File: src/rtl/gpu_pkg.sv
// Shared rasterizer-backend definitions: screen geometry defaults, depth-plane
// constants, the fragment entry layout and the writer state encoding.
package gpu_pkg;

  localparam int DEF_SCREEN_WIDTH  = 320;
  localparam int DEF_SCREEN_HEIGHT = 240;
  localparam int PIX_ADDR_W        = 17;
  localparam int DEF_COLOR_W       = 16;

  // 1/z in 16.16: the far plane sits at z=16, the near plane at z=0.2.
  localparam logic signed [31:0] INV_FAR_PLANE  = 32'sd4096;
  localparam logic signed [31:0] INV_NEAR_PLANE = 32'sd327680;

  typedef struct packed {
    logic [DEF_COLOR_W-1:0] color;
    logic [31:0]            z;
    logic [PIX_ADDR_W-1:0]  addr;
  } frag_entry_t;

  typedef logic [1:0] wr_state_t;

  localparam wr_state_t S_IDLE  = 2'd0;
  localparam wr_state_t S_DRAIN = 2'd1;
  localparam wr_state_t S_CLEAR = 2'd2;

endpackage

File: src/rtl/frag_fifo.sv
// Synchronous show-ahead FIFO: the head entry is readable from the storage
// registers during the cycle it is popped. DEPTH must be a power of two.
module frag_fifo #(
  parameter int DEPTH = 8,
  parameter int WIDTH = 65
) (
  input  logic                     i_clk,
  input  logic                     i_rst,
  input  logic                     i_push,
  input  logic                     i_pop,
  input  logic [WIDTH-1:0]         i_data,
  output logic [WIDTH-1:0]         o_data,
  output logic                     o_full,
  output logic                     o_empty,
  output logic [$clog2(DEPTH):0]   o_count
);

  localparam int PTR_W = $clog2(DEPTH);
  localparam logic [PTR_W:0] FULL_CNT = (PTR_W + 1)'(DEPTH);

  logic [WIDTH-1:0] mem_q [DEPTH];
  logic [PTR_W-1:0] wr_ptr_q, wr_ptr_d;
  logic [PTR_W-1:0] rd_ptr_q, rd_ptr_d;
  logic [PTR_W:0]   count_q, count_d;
  logic             do_push, do_pop;

  // NOTE: every variable gets its default before any branch so no latch is inferred.
  always_comb begin
    do_pop   = i_pop && (count_q != '0);
    do_push  = i_push && ((count_q != FULL_CNT) || do_pop);
    wr_ptr_d = wr_ptr_q;
    rd_ptr_d = rd_ptr_q;
    count_d  = count_q;
    if (do_push) wr_ptr_d = wr_ptr_q + 1'b1;
    if (do_pop)  rd_ptr_d = rd_ptr_q + 1'b1;
    if (do_push && !do_pop)      count_d = count_q + 1'b1;
    else if (do_pop && !do_push) count_d = count_q - 1'b1;
  end

  // NOTE: pointers and count carry the reset; the storage array needs none
  // because nothing reads a slot that has not been written since reset.
  always_ff @(posedge i_clk) begin
    if (do_push) mem_q[wr_ptr_q] <= i_data;
  end

  always_ff @(posedge i_clk or posedge i_rst) begin
    if (i_rst) begin
      wr_ptr_q <= '0;
      rd_ptr_q <= '0;
      count_q  <= '0;
    end else begin
      wr_ptr_q <= wr_ptr_d;
      rd_ptr_q <= rd_ptr_d;
      count_q  <= count_d;
    end
  end

  assign o_data  = mem_q[rd_ptr_q];
  assign o_full  = (count_q == FULL_CNT);
  assign o_empty = (count_q == '0);
  assign o_count = count_q;

endmodule

File: src/rtl/fragment_writer.sv
// Commits rasterizer fragments and full-frame clears to the framebuffer/zbuffer
// port. Optional macro FRAGMENT_WRITER_STATS_EN adds written/dropped counters.
module fragment_writer
  import gpu_pkg::*;
#(
  parameter int SCREEN_WIDTH  = DEF_SCREEN_WIDTH,
  parameter int SCREEN_HEIGHT = DEF_SCREEN_HEIGHT,
  parameter int FIFO_DEPTH    = 8,
  parameter int COLOR_W       = 16
) (
  input  logic               i_clk,
  input  logic               i_rst,
  input  logic               i_write,
  input  logic [31:0]        i_point,
  input  logic [31:0]        i_zdata,
  input  logic [COLOR_W-1:0] i_color,
  input  logic               i_clear,
  input  logic [COLOR_W-1:0] i_clear_color,
  output logic               o_req,
  input  logic               i_gnt,
  output logic               o_we,
  output logic [16:0]        o_addr,
  output logic [COLOR_W-1:0] o_fb_data,
  output logic [31:0]        o_zb_data,
  output logic               o_busy,
  output logic               o_clear_done,
  output logic               o_overflow
`ifdef FRAGMENT_WRITER_STATS_EN
  ,
  output logic [31:0]        o_frag_count,
  output logic [31:0]        o_drop_count
`endif
);

  localparam int ADDR_W = PIX_ADDR_W;
  localparam int CNT_W  = $clog2(FIFO_DEPTH) + 1;
  localparam logic [ADDR_W-1:0] LAST_ADDR = ADDR_W'(SCREEN_WIDTH * SCREEN_HEIGHT - 1);

  typedef struct packed {
    logic [COLOR_W-1:0] color;
    logic [31:0]        z;
    logic [ADDR_W-1:0]  addr;
  } entry_t;

  entry_t           push_entry, head_entry;
  logic             fifo_full, fifo_empty;
  logic [CNT_W-1:0] fifo_count, count_next;
  logic [15:0]      pt_x, pt_y;
  logic             in_screen, push_req, push_ok, pop, drop, oos;

  wr_state_t          state_q, state_d;
  logic [ADDR_W-1:0]  clr_cnt_q, clr_cnt_d;
  logic [COLOR_W-1:0] clr_color_q, clr_color_d;
  logic               clr_pend_q, clr_pend_d;
  logic               last_wr_q, last_wr_d;
  logic               req_q, req_d;
  logic               we_q, we_d;
  logic [ADDR_W-1:0]  addr_q, addr_d;
  logic [COLOR_W-1:0] fb_q, fb_d;
  logic [31:0]        zb_q, zb_d;
  logic               busy_q, busy_d;
  logic               clear_done_q, clear_done_d;
  logic               overflow_q, overflow_d;

  assign pt_x      = i_point[15:0];
  assign pt_y      = i_point[31:16];
  assign in_screen = ({1'b0, pt_x} < 17'(SCREEN_WIDTH)) && ({1'b0, pt_y} < 17'(SCREEN_HEIGHT));

  always_comb begin
    push_entry.color = i_color;
    push_entry.z     = i_zdata;
    push_entry.addr  = ADDR_W'(pt_y) * ADDR_W'(SCREEN_WIDTH) + ADDR_W'(pt_x);
  end

  // A full FIFO still accepts a push when the head leaves in the same cycle.
  assign pop        = (state_q == S_DRAIN) && i_gnt && !fifo_empty;
  assign push_req   = i_write && in_screen;
  assign push_ok    = push_req && (!fifo_full || pop);
  assign drop       = push_req && fifo_full && !pop;
  assign oos        = i_write && !in_screen;
  assign count_next = fifo_count + CNT_W'(push_ok) - CNT_W'(pop);

  frag_fifo #(
    .DEPTH (FIFO_DEPTH),
    .WIDTH ($bits(entry_t))
  ) u_fifo (
    .i_clk   (i_clk),
    .i_rst   (i_rst),
    .i_push  (push_ok),
    .i_pop   (pop),
    .i_data  (push_entry),
    .o_data  (head_entry),
    .o_full  (fifo_full),
    .o_empty (fifo_empty),
    .o_count (fifo_count)
  );

  always_comb begin
    state_d     = state_q;
    clr_cnt_d   = clr_cnt_q;
    clr_color_d = clr_color_q;
    clr_pend_d  = clr_pend_q || (i_clear && (state_q != S_CLEAR));
    last_wr_d   = 1'b0;
    req_d       = req_q;
    we_d        = 1'b0;
    addr_d      = addr_q;
    fb_d        = fb_q;
    zb_d        = zb_q;
    overflow_d  = overflow_q;

    case (state_q)
      S_IDLE: begin
        if (clr_pend_q && fifo_empty) begin
          state_d     = S_CLEAR;
          clr_pend_d  = 1'b0;
          clr_cnt_d   = '0;
          clr_color_d = i_clear_color;
          overflow_d  = 1'b0;
          req_d       = 1'b1;
        end else if (!fifo_empty) begin
          state_d = S_DRAIN;
          req_d   = 1'b1;
        end
      end
      S_DRAIN: begin
        if (pop) begin
          we_d   = 1'b1;
          addr_d = head_entry.addr;
          fb_d   = head_entry.color;
          zb_d   = head_entry.z;
        end
        if (count_next == '0) begin
          state_d = S_IDLE;
          req_d   = 1'b0;
        end
      end
      S_CLEAR: begin
        if (i_gnt) begin
          we_d   = 1'b1;
          addr_d = clr_cnt_q;
          fb_d   = clr_color_q;
          zb_d   = INV_FAR_PLANE;
          if (clr_cnt_q == LAST_ADDR) begin
            state_d   = S_IDLE;
            req_d     = 1'b0;
            last_wr_d = 1'b1;
          end else begin
            clr_cnt_d = clr_cnt_q + 1'b1;
          end
        end
      end
      default: begin
        state_d = S_IDLE;
        req_d   = 1'b0;
      end
    endcase

    if (drop) overflow_d = 1'b1;

    // Busy mirrors the state the registers will hold next cycle.
    busy_d       = (count_next != '0) || (state_d != S_IDLE) || clr_pend_d;
    clear_done_d = last_wr_q;
  end

  // NOTE: sequential state is updated with non-blocking assignments only.
  always_ff @(posedge i_clk or posedge i_rst) begin
    if (i_rst) begin
      state_q      <= S_IDLE;
      clr_cnt_q    <= '0;
      clr_color_q  <= '0;
      clr_pend_q   <= 1'b0;
      last_wr_q    <= 1'b0;
      req_q        <= 1'b0;
      we_q         <= 1'b0;
      addr_q       <= '0;
      fb_q         <= '0;
      zb_q         <= '0;
      busy_q       <= 1'b0;
      clear_done_q <= 1'b0;
      overflow_q   <= 1'b0;
    end else begin
      state_q      <= state_d;
      clr_cnt_q    <= clr_cnt_d;
      clr_color_q  <= clr_color_d;
      clr_pend_q   <= clr_pend_d;
      last_wr_q    <= last_wr_d;
      req_q        <= req_d;
      we_q         <= we_d;
      addr_q       <= addr_d;
      fb_q         <= fb_d;
      zb_q         <= zb_d;
      busy_q       <= busy_d;
      clear_done_q <= clear_done_d;
      overflow_q   <= overflow_d;
    end
  end

  assign o_req        = req_q;
  assign o_we         = we_q;
  assign o_addr       = addr_q;
  assign o_fb_data    = fb_q;
  assign o_zb_data    = zb_q;
  assign o_busy       = busy_q;
  assign o_clear_done = clear_done_q;
  assign o_overflow   = overflow_q;

`ifdef FRAGMENT_WRITER_STATS_EN
  logic [31:0] frag_count_q, frag_count_d;
  logic [31:0] drop_count_q, drop_count_d;

  // A pop always becomes a write on the next edge, so count it there.
  always_comb begin
    frag_count_d = frag_count_q;
    drop_count_d = drop_count_q;
    if (pop && (frag_count_q != '1))           frag_count_d = frag_count_q + 32'd1;
    if ((drop || oos) && (drop_count_q != '1)) drop_count_d = drop_count_q + 32'd1;
  end

  always_ff @(posedge i_clk or posedge i_rst) begin
    if (i_rst) begin
      frag_count_q <= '0;
      drop_count_q <= '0;
    end else begin
      frag_count_q <= frag_count_d;
      drop_count_q <= drop_count_d;
    end
  end

  assign o_frag_count = frag_count_q;
  assign o_drop_count = drop_count_q;
`endif

endmodule

File: config.mk
export PLATFORM = sky130hd
export DESIGN_NAME = fragment_writer
export DESIGN_NICKNAME = d
export VERILOG_FILES = /design/src/rtl/gpu_pkg.sv /design/src/rtl/frag_fifo.sv /design/src/rtl/fragment_writer.sv
export SDC_FILE = /design/constraint.sdc
export NUM_CORES = 1
export LEC_CHECK = 0
export BUFFER_PORTS_ARGS = -buffer_cell sky130_fd_sc_hd__buf_2
export CORE_AREA = 2 2 278 280
export CTS_BUF_LIST = sky130_fd_sc_hd__clkbuf_16
export CTS_CLUSTER_SIZE = 40
export DETAILED_ROUTE_END_ITERATION = 10
export DIE_AREA = 0 0 280 282
export PLACE_DENSITY = 0.45
export SYNTH_ARGS = -nofsm -noshare
export SYNTH_HDL_FRONTEND = slang
export SYNTH_SLANG_ARGS = --single-unit
File: constraint.sdc
create_clock -name i_clk -period 9.8 [get_ports i_clk]
set_clock_uncertainty 0.15 [all_clocks]
set_input_delay 1.96 -clock i_clk [delete_from_list [all_inputs] [get_ports i_clk]]
set_output_delay 1.96 -clock i_clk [all_outputs]
set_load 0.03 [all_outputs]
---- Word-level counts from Yosys, hierarchy flattened ----
Memories as Yosys holds them, arrays and structs flattened.
Index checks and enable logic that the tools add are counted.
word-level totals
  register bits after elaboration ......... 117
  RAM bits ................................ 520
  input bits .............................. 101
  memories ................................ 1
memories
  memory        depth  width  rd ports  clocked after memory_dff  write ports  RTL line         text
  u_fifo.mem_q  8      65     1         0                         1            frag_fifo.sv:21  logic [WIDTH-1:0] mem_q [DEPTH];
cells by class
  $add $sub $neg .......................... 8
  $mul .................................... 1
  magnitude comparators ................... 2
  equality and inequality tests ........... 13
  multiplexer cells ....................... 40
  reduce and logical (&&, ||, !) cells .... 39
operators with widths
  kind                   count
  $mux 17                5
  $pmux 17 s2            2
  $mux 32                2
  $pmux 32 s2            1
  $mux 16                2
  $pmux 16 s2            1
  $add 17x1->17 const B  1
  $add 17x16->17         1
  $eq 17x17->1 const B   1
  $mux 1                 17
  $lt 16x8->1 const B    1
  $lt 16x9->1 const B    1
  $mul 16x3->11 const B  1
  $logic_and 1x1->1      13
  $ne 2x2->1 const B     6
  $reduce_bool 2->1      6
  $mux 2                 5
  $logic_not 4->1        2
  $mux 4                 2
  $reduce_and 4->1       2
  $reduce_bool 4->1      2
  $add 3x1->3 const B    2
  $pmux 2 s3             1
  $logic_not 1->1        5
  other kinds (16)       21

---- Longest topological paths before layout ----
  depth in word-level cells ............... 13
  depth in mapped cells ................... 16
  depth with buffers taken out ............ 16

---- Hierarchy ----
Synthesis repeated with hierarchy kept, for this count alone.
second synthesis, totals
  cells, all modules ...................... 1360
  area total of the unflattened synthesis .. 25924.9 um^2
by module, submodules not included
  module           instances  cells an instance  area an instance (um^2)  sequential area each (um^2)
  frag_fifo        1          815                20166.8                  15865.2
  fragment_writer  1          545                5758.0                   2677.6

---- Least setup slack after synthesis ----
No wires, ideal clock.
  kind .................................... input to register
  from .................................... input port i_point[14]
  to ...................................... memory u_fifo.mem_q[2][0] (enable)
  setup time .............................. 581 ps
  data arrival time ....................... 7813 ps
  required time ........................... 9069 ps
  slack ................................... 1255 ps
  stages .................................. 5
  buffers on the path ..................... 0
  path through ............................ nor4b_1 nand4_1 a311oi_4 nand2b_1 nor3b_1
on the way
  word-level cells in the longest chain between the ends .. 7
RTL lines
  element                       RTL line               text
  start, declared               fragment_writer.sv:14  input logic [31:0] i_point,
  $lt 16x9->1                   fragment_writer.sv:67  assign in_screen = ({1'b0, pt_x} < 17'(SCREEN_WIDTH)) && ({1'b0, pt_y} < 17'(SCREEN_HEIGHT));
  $logic_and 1x1->1             fragment_writer.sv:67
  $logic_and 1x1->1             fragment_writer.sv:77  assign push_req = i_write && in_screen;
  $logic_and 1x1->1             fragment_writer.sv:78  assign push_ok = push_req && (!fifo_full || pop);
  $logic_and 1x1->1             frag_fifo.sv:30        do_push = i_push && ((count_q != FULL_CNT) || do_pop);
  net u_fifo.do_push            frag_fifo.sv:25        logic do_push, do_pop;
  $mux 1                        frag_fifo.sv:43        if (do_push) mem_q[wr_ptr_q] <= i_data;
  $mux 1 (not written as such)  frag_fifo.sv:43
  end, declared                 frag_fifo.sv:21
The timed path passes the listed nets, and every way through them passes these cells.

---- Worst setup path in the final report ----
  from .................................... input port i_point[24]
  to ...................................... memory u_fifo.mem_q[7][22] (enable)
on the way
  word-level cells in the longest chain between the ends .. 7
RTL lines
  element                       RTL line
  $lt 16x8->1                   fragment_writer.sv:67
  $logic_and 1x1->1             fragment_writer.sv:67
  $logic_and 1x1->1             fragment_writer.sv:77
  $logic_and 1x1->1             fragment_writer.sv:78
  $logic_and 1x1->1             frag_fifo.sv:30
  net u_fifo.do_push            frag_fifo.sv:25
  $mux 1                        frag_fifo.sv:43
  $mux 1 (not written as such)  frag_fifo.sv:43
The timed path passes the listed nets, and every way through them passes these cells.

==> reports/summary.md <==
The portion of synthesized area spent on multiplexers is 14.87%. Leaving out fill and tap cells, the most frequent cells in the layout are edfxtp_1, buf_2, mux4_2, dfrtp_1, nand2_1. Using the TritonRoute via totals, the vias-per-cell ratio works out to 4.914. The area fraction in compound gates after synthesis is 3.656%. Internal power comes to 5.703 mW.

The endpoint arrival time on the critical path is 5.10 ns, and the power per cell area is 278.8 mW/mm2. Chip height: 282 um. The number of iterations in the first detailed-routing pass came out at 5. For this run, the register share of the synthesized area comes to 72.53%. The leading register cell type out of synthesis was edfxtp_1. For this design the top-level I/O count stands at 171. For this run, the total global-route usage over all layers was measured as 15.28%.

The tools report the post-detailed-route count of antenna-violating nets as 0. In this run, the combinational gates consume 27.9% of the power. The run gives 0 as the count of endpoints failing hold in the final timing report.

For the final routed database, the setup TNS stands at 0 ns. For the worst setup path, the data required time is 9.87 ns. The count of routing violations after the opening detailed-route iteration came out at 802. The logs give 33990 um for the detailed placer's ending HPWL and 33.77% for the effective utilization at floorplan. The critical path contains buffers and inverters numbering 2 combined.

TritonCTS built the clock tree. Entering global routing, the biggest net connects 89 pins. The worst setup path is captured at a register. The final routed DRC violation total came out at 0. The floorplan step defined a core boundary enclosing 0.07570 mm2. The worst setup path is launched from a primary input. Setup repair after global routing left no endpoint under its margin. The filler cell count in the final layout was 6893; the number of nets produced by synthesis was 1541. The tools report the quantity of gates resized following cts as 0. The initial antenna violation count is 11, and the clock-pin slew reported for the worst setup and hold paths after clock tree synthesis is 0.06 ns.

The clock share of power was 31.2%. After Yosys synthesis, full adders, half adders and majority gates account for 2.320% of the synthesized area. The final cell count without fillers was 2635. Setup violations remaining at the end of the flow were counted as 0.

The fraction of layout instances using a drive strength above 1 is 27.98%. Dividing the synthesized area by the synthesized cell count gives 18.33 um2. The synthesized design contains 637 register bits.

The post-cts hold buffer count is 0. The slew at the pin with the worst max-slew slack was 1.068 ns; the area share of xor/xnor cells in the synthesized design was 1.302%. After synthesis, the largest family of logic cells by area is multiplexers. The average wire per cell in the routed design works out to 22.37 um.

Dividing the final minimum period by the clock period gives 51.29%. For the highest ir drop seen on vdd, the log shows 0.1716 mV. After layout, the minimum clock period comes to 5.027 ns.

From left edge to right edge, the die measures 280 um. CTS built an H-tree with a depth of 3. Hold timing on the final database bottoms out at a slack of 0.2266 ns. In the final layout, flip-flops and latches occupy 0.01855 mm2.

In this design, the stage delay of the slowest critical-path cell is 0.88 ns. The slowest cell on the critical path is nor2_4. The floorplan step defined a die boundary enclosing 0.07896 mm2. The analysis attributes to cell leakage a power of 10.63 nW.

At the end of routability-driven placement, the weighted congestion stood at 0.7403. In this run the worst hold path is classified as reg2reg. The post-synthesis instance area came out at 0.02557 mm2. For this run the aggregate overflow at the end of global routing stands at 0. For this run, the top clock speed supported by timing is 198.9 MHz.

The critical path start-end classification was in2reg. Insertion delay of the later-clocked pin in the worst-skew pair: 0.60 ns. The flow ran to the end, and the final reports show no timing, DRC or antenna violations. For this run, the number of Yosys warnings is 0. Detailed routing inserted a total of 12950 vias.

Summing the areas of all and, or, nand and nor instances in the mapped netlist gives 3.778% of the synthesized area. Measured against its own limit, the worst slew margin works out to 28.56%. The switching power is 2.636 mW, and the floorplan row count is 101. The clock root buffer master was clkbuf_16. Walking the worst path, the cells encountered are buf_2, nor4b_1, nand4_1, a311oi_4, nand2_1, nor2_4, buf_4.

Cells fill 39.52% of the core in the end. OpenSTA, run right after detailed placement, puts the worst setup slack at 4.079 ns. Summed over all layers, the routed wires come to 58930 um.

The run gives 14180 as the via count of the first global-routing pass. In the synthesized netlist the async set-or-reset flop fraction comes to 18.37%. Counting the buffers created by CTS gives 72. The multi-input combinational cells in the finished layout cover a total of 0.006683 mm2. Of the total power, the share spent switching nets is 31.61%. The number of max-slew violations in the final report came out at 0. The max-cap violation count is 0, and the fraction of power consumed by sequential logic is 41.0%. The first global-routing pass estimated 89800 um of wire. Of all nets on the critical path, the largest fanout is 39. The clock passes through at most 3 buffers. The final worst setup slack is 4.773 ns, and the net count of the finished layout is 1743.

The cell family contributing the most delay on the critical path is simple AND/OR/NAND/NOR gates. During placement, the flow inserted port buffers numbering 170. The layout overhead on the synthesized area is 17.00%. After detailed placement, the design holds a cell count of 2501. The post-CTS setup buffer count is 0.

The most frequent standard cell in the layout excluding fill and tap cells is edfxtp_1. Synthesis instantiated 59 different standard cells from the library. For the number of clock sinks seen by CTS, the log shows 637. The number of synthesized flops with an enable pin is 520, and the cell count after synthesis is 1395.
## power groups by stage
stage	Sequential (mW)	Combinational [mW]	Clock, mW
after floorplan	3.61	1.52	0
after global placement	3.48	2.39	0
after global routing	3.46	2.57	2.79
final	3.42	2.33	2.60
after CTS	3.43	2.40	2.68
after detailed placement	3.48	2.40	0
## cell type report
cell class,count,area share (%)
tap,978,4.091
clock inverter,57,1.393
sequential,637,62.03
inverter,28,0.3681
multi-input combinational,664,22.34
antenna,2,0.01673
clock buffer,75,6.274
timing repair buffer,194,3.489
## final timing paths
check | depth (start not counted) | slack (ns) | startpoint | endpoint
worst max-delay path | 7 | 4.77 | i_point[24] | u_fifo.mem_q[7][22]$_DFFE_PP_
worst min-delay path | 0 | 0.23 | clear_done_d$_DFF_PP0_ | o_clear_done$_DFF_PP0_
worst max register to register | 15 | 5.66 | u_fifo.o_count[1]$_DFFE_PP0P_ | o_busy$_DFF_PP0_
worst min register to register | 0 | 0.23 | clear_done_d$_DFF_PP0_ | o_clear_done$_DFF_PP0_
max in group asynchronous | 3 | 6.95 | i_rst | o_zb_data[14]$_DFFE_PP0P_
min in group asynchronous | 2 | 1.34 | i_rst | clr_color_q[14]$_DFFE_PP0P_
## state kept, by name, summed over array words and instances (netlist names), 2 cells and up
signal           count
u_fifo.mem_q       520
u_fifo.wr_ptr_q      3
clr_cnt_q           17
o_fb_data           16
u_fifo.rd_ptr_q      3
o_addr              17
state_q              2
o_zb_data           32
clr_color_q         16
u_fifo.o_count       4
## synthesized netlist by cell type, types with 25 or more instances
library cell  count  share of area (%)
mux4_2          130                 11
buf_2            25               0.49
edfxtp_1        520                 61
o21ai_0          57                1.1
mux2i_1          67                2.6
ha_1             41                2.0
clkbuf_1         29               0.43
inv_1            28               0.41
nand2_1          92                1.4
nor2_1           65               0.95
xnor2_1          28               0.96
dfrtp_1         117                 11
a21oi_1          45               0.88
## worst register-to-register path, stage by stage, from the launching register on
cell,delay (ns)
dfrtp_1,0.49
nor2_1,0.41
nand2_1,0.20
nand3_2,0.24
inv_1,0.15
ha_1,0.29
inv_1,0.06
ha_1,0.16
inv_1,0.06
fa_1,0.38
xnor2_1,0.15
nor4bb_1,0.27
mux2i_1,0.20
a21oi_4,0.23
a221oi_2,0.09
or4_1,0.50
## metal layers
layer / vias up / wire, um / GRT usage [%] / share of wire, %
met5: - / 72 / 0 / 0.12
met4: 14 / 1137 / 3.730 / 1.9
met3: 97 / 2230 / 3.165 / 3.8
met2: 224 / 29690 / 26.22 / 50
met1: 6722 / 25800 / 19.84 / 44
li1: 5891 / - / - / -
## through the flow
stage | instance area (um2) | power (mW)
after detailed placement | 27610 | 5.877
after floorplan | 25570 | 5.129
after global routing | 29910 | 8.824
after global placement | 27610 | 5.865
final | 29910 | 8.339
after CTS | 29910 | 8.511
## logic make-up after synthesis
kind of cell	after synthesis
buf+inv	94
xor+xnor	38
compound gates	154
flops	637
fa+ha+maj	45
mux	215
simple gates	212
(Power assumes the default switching activity.)
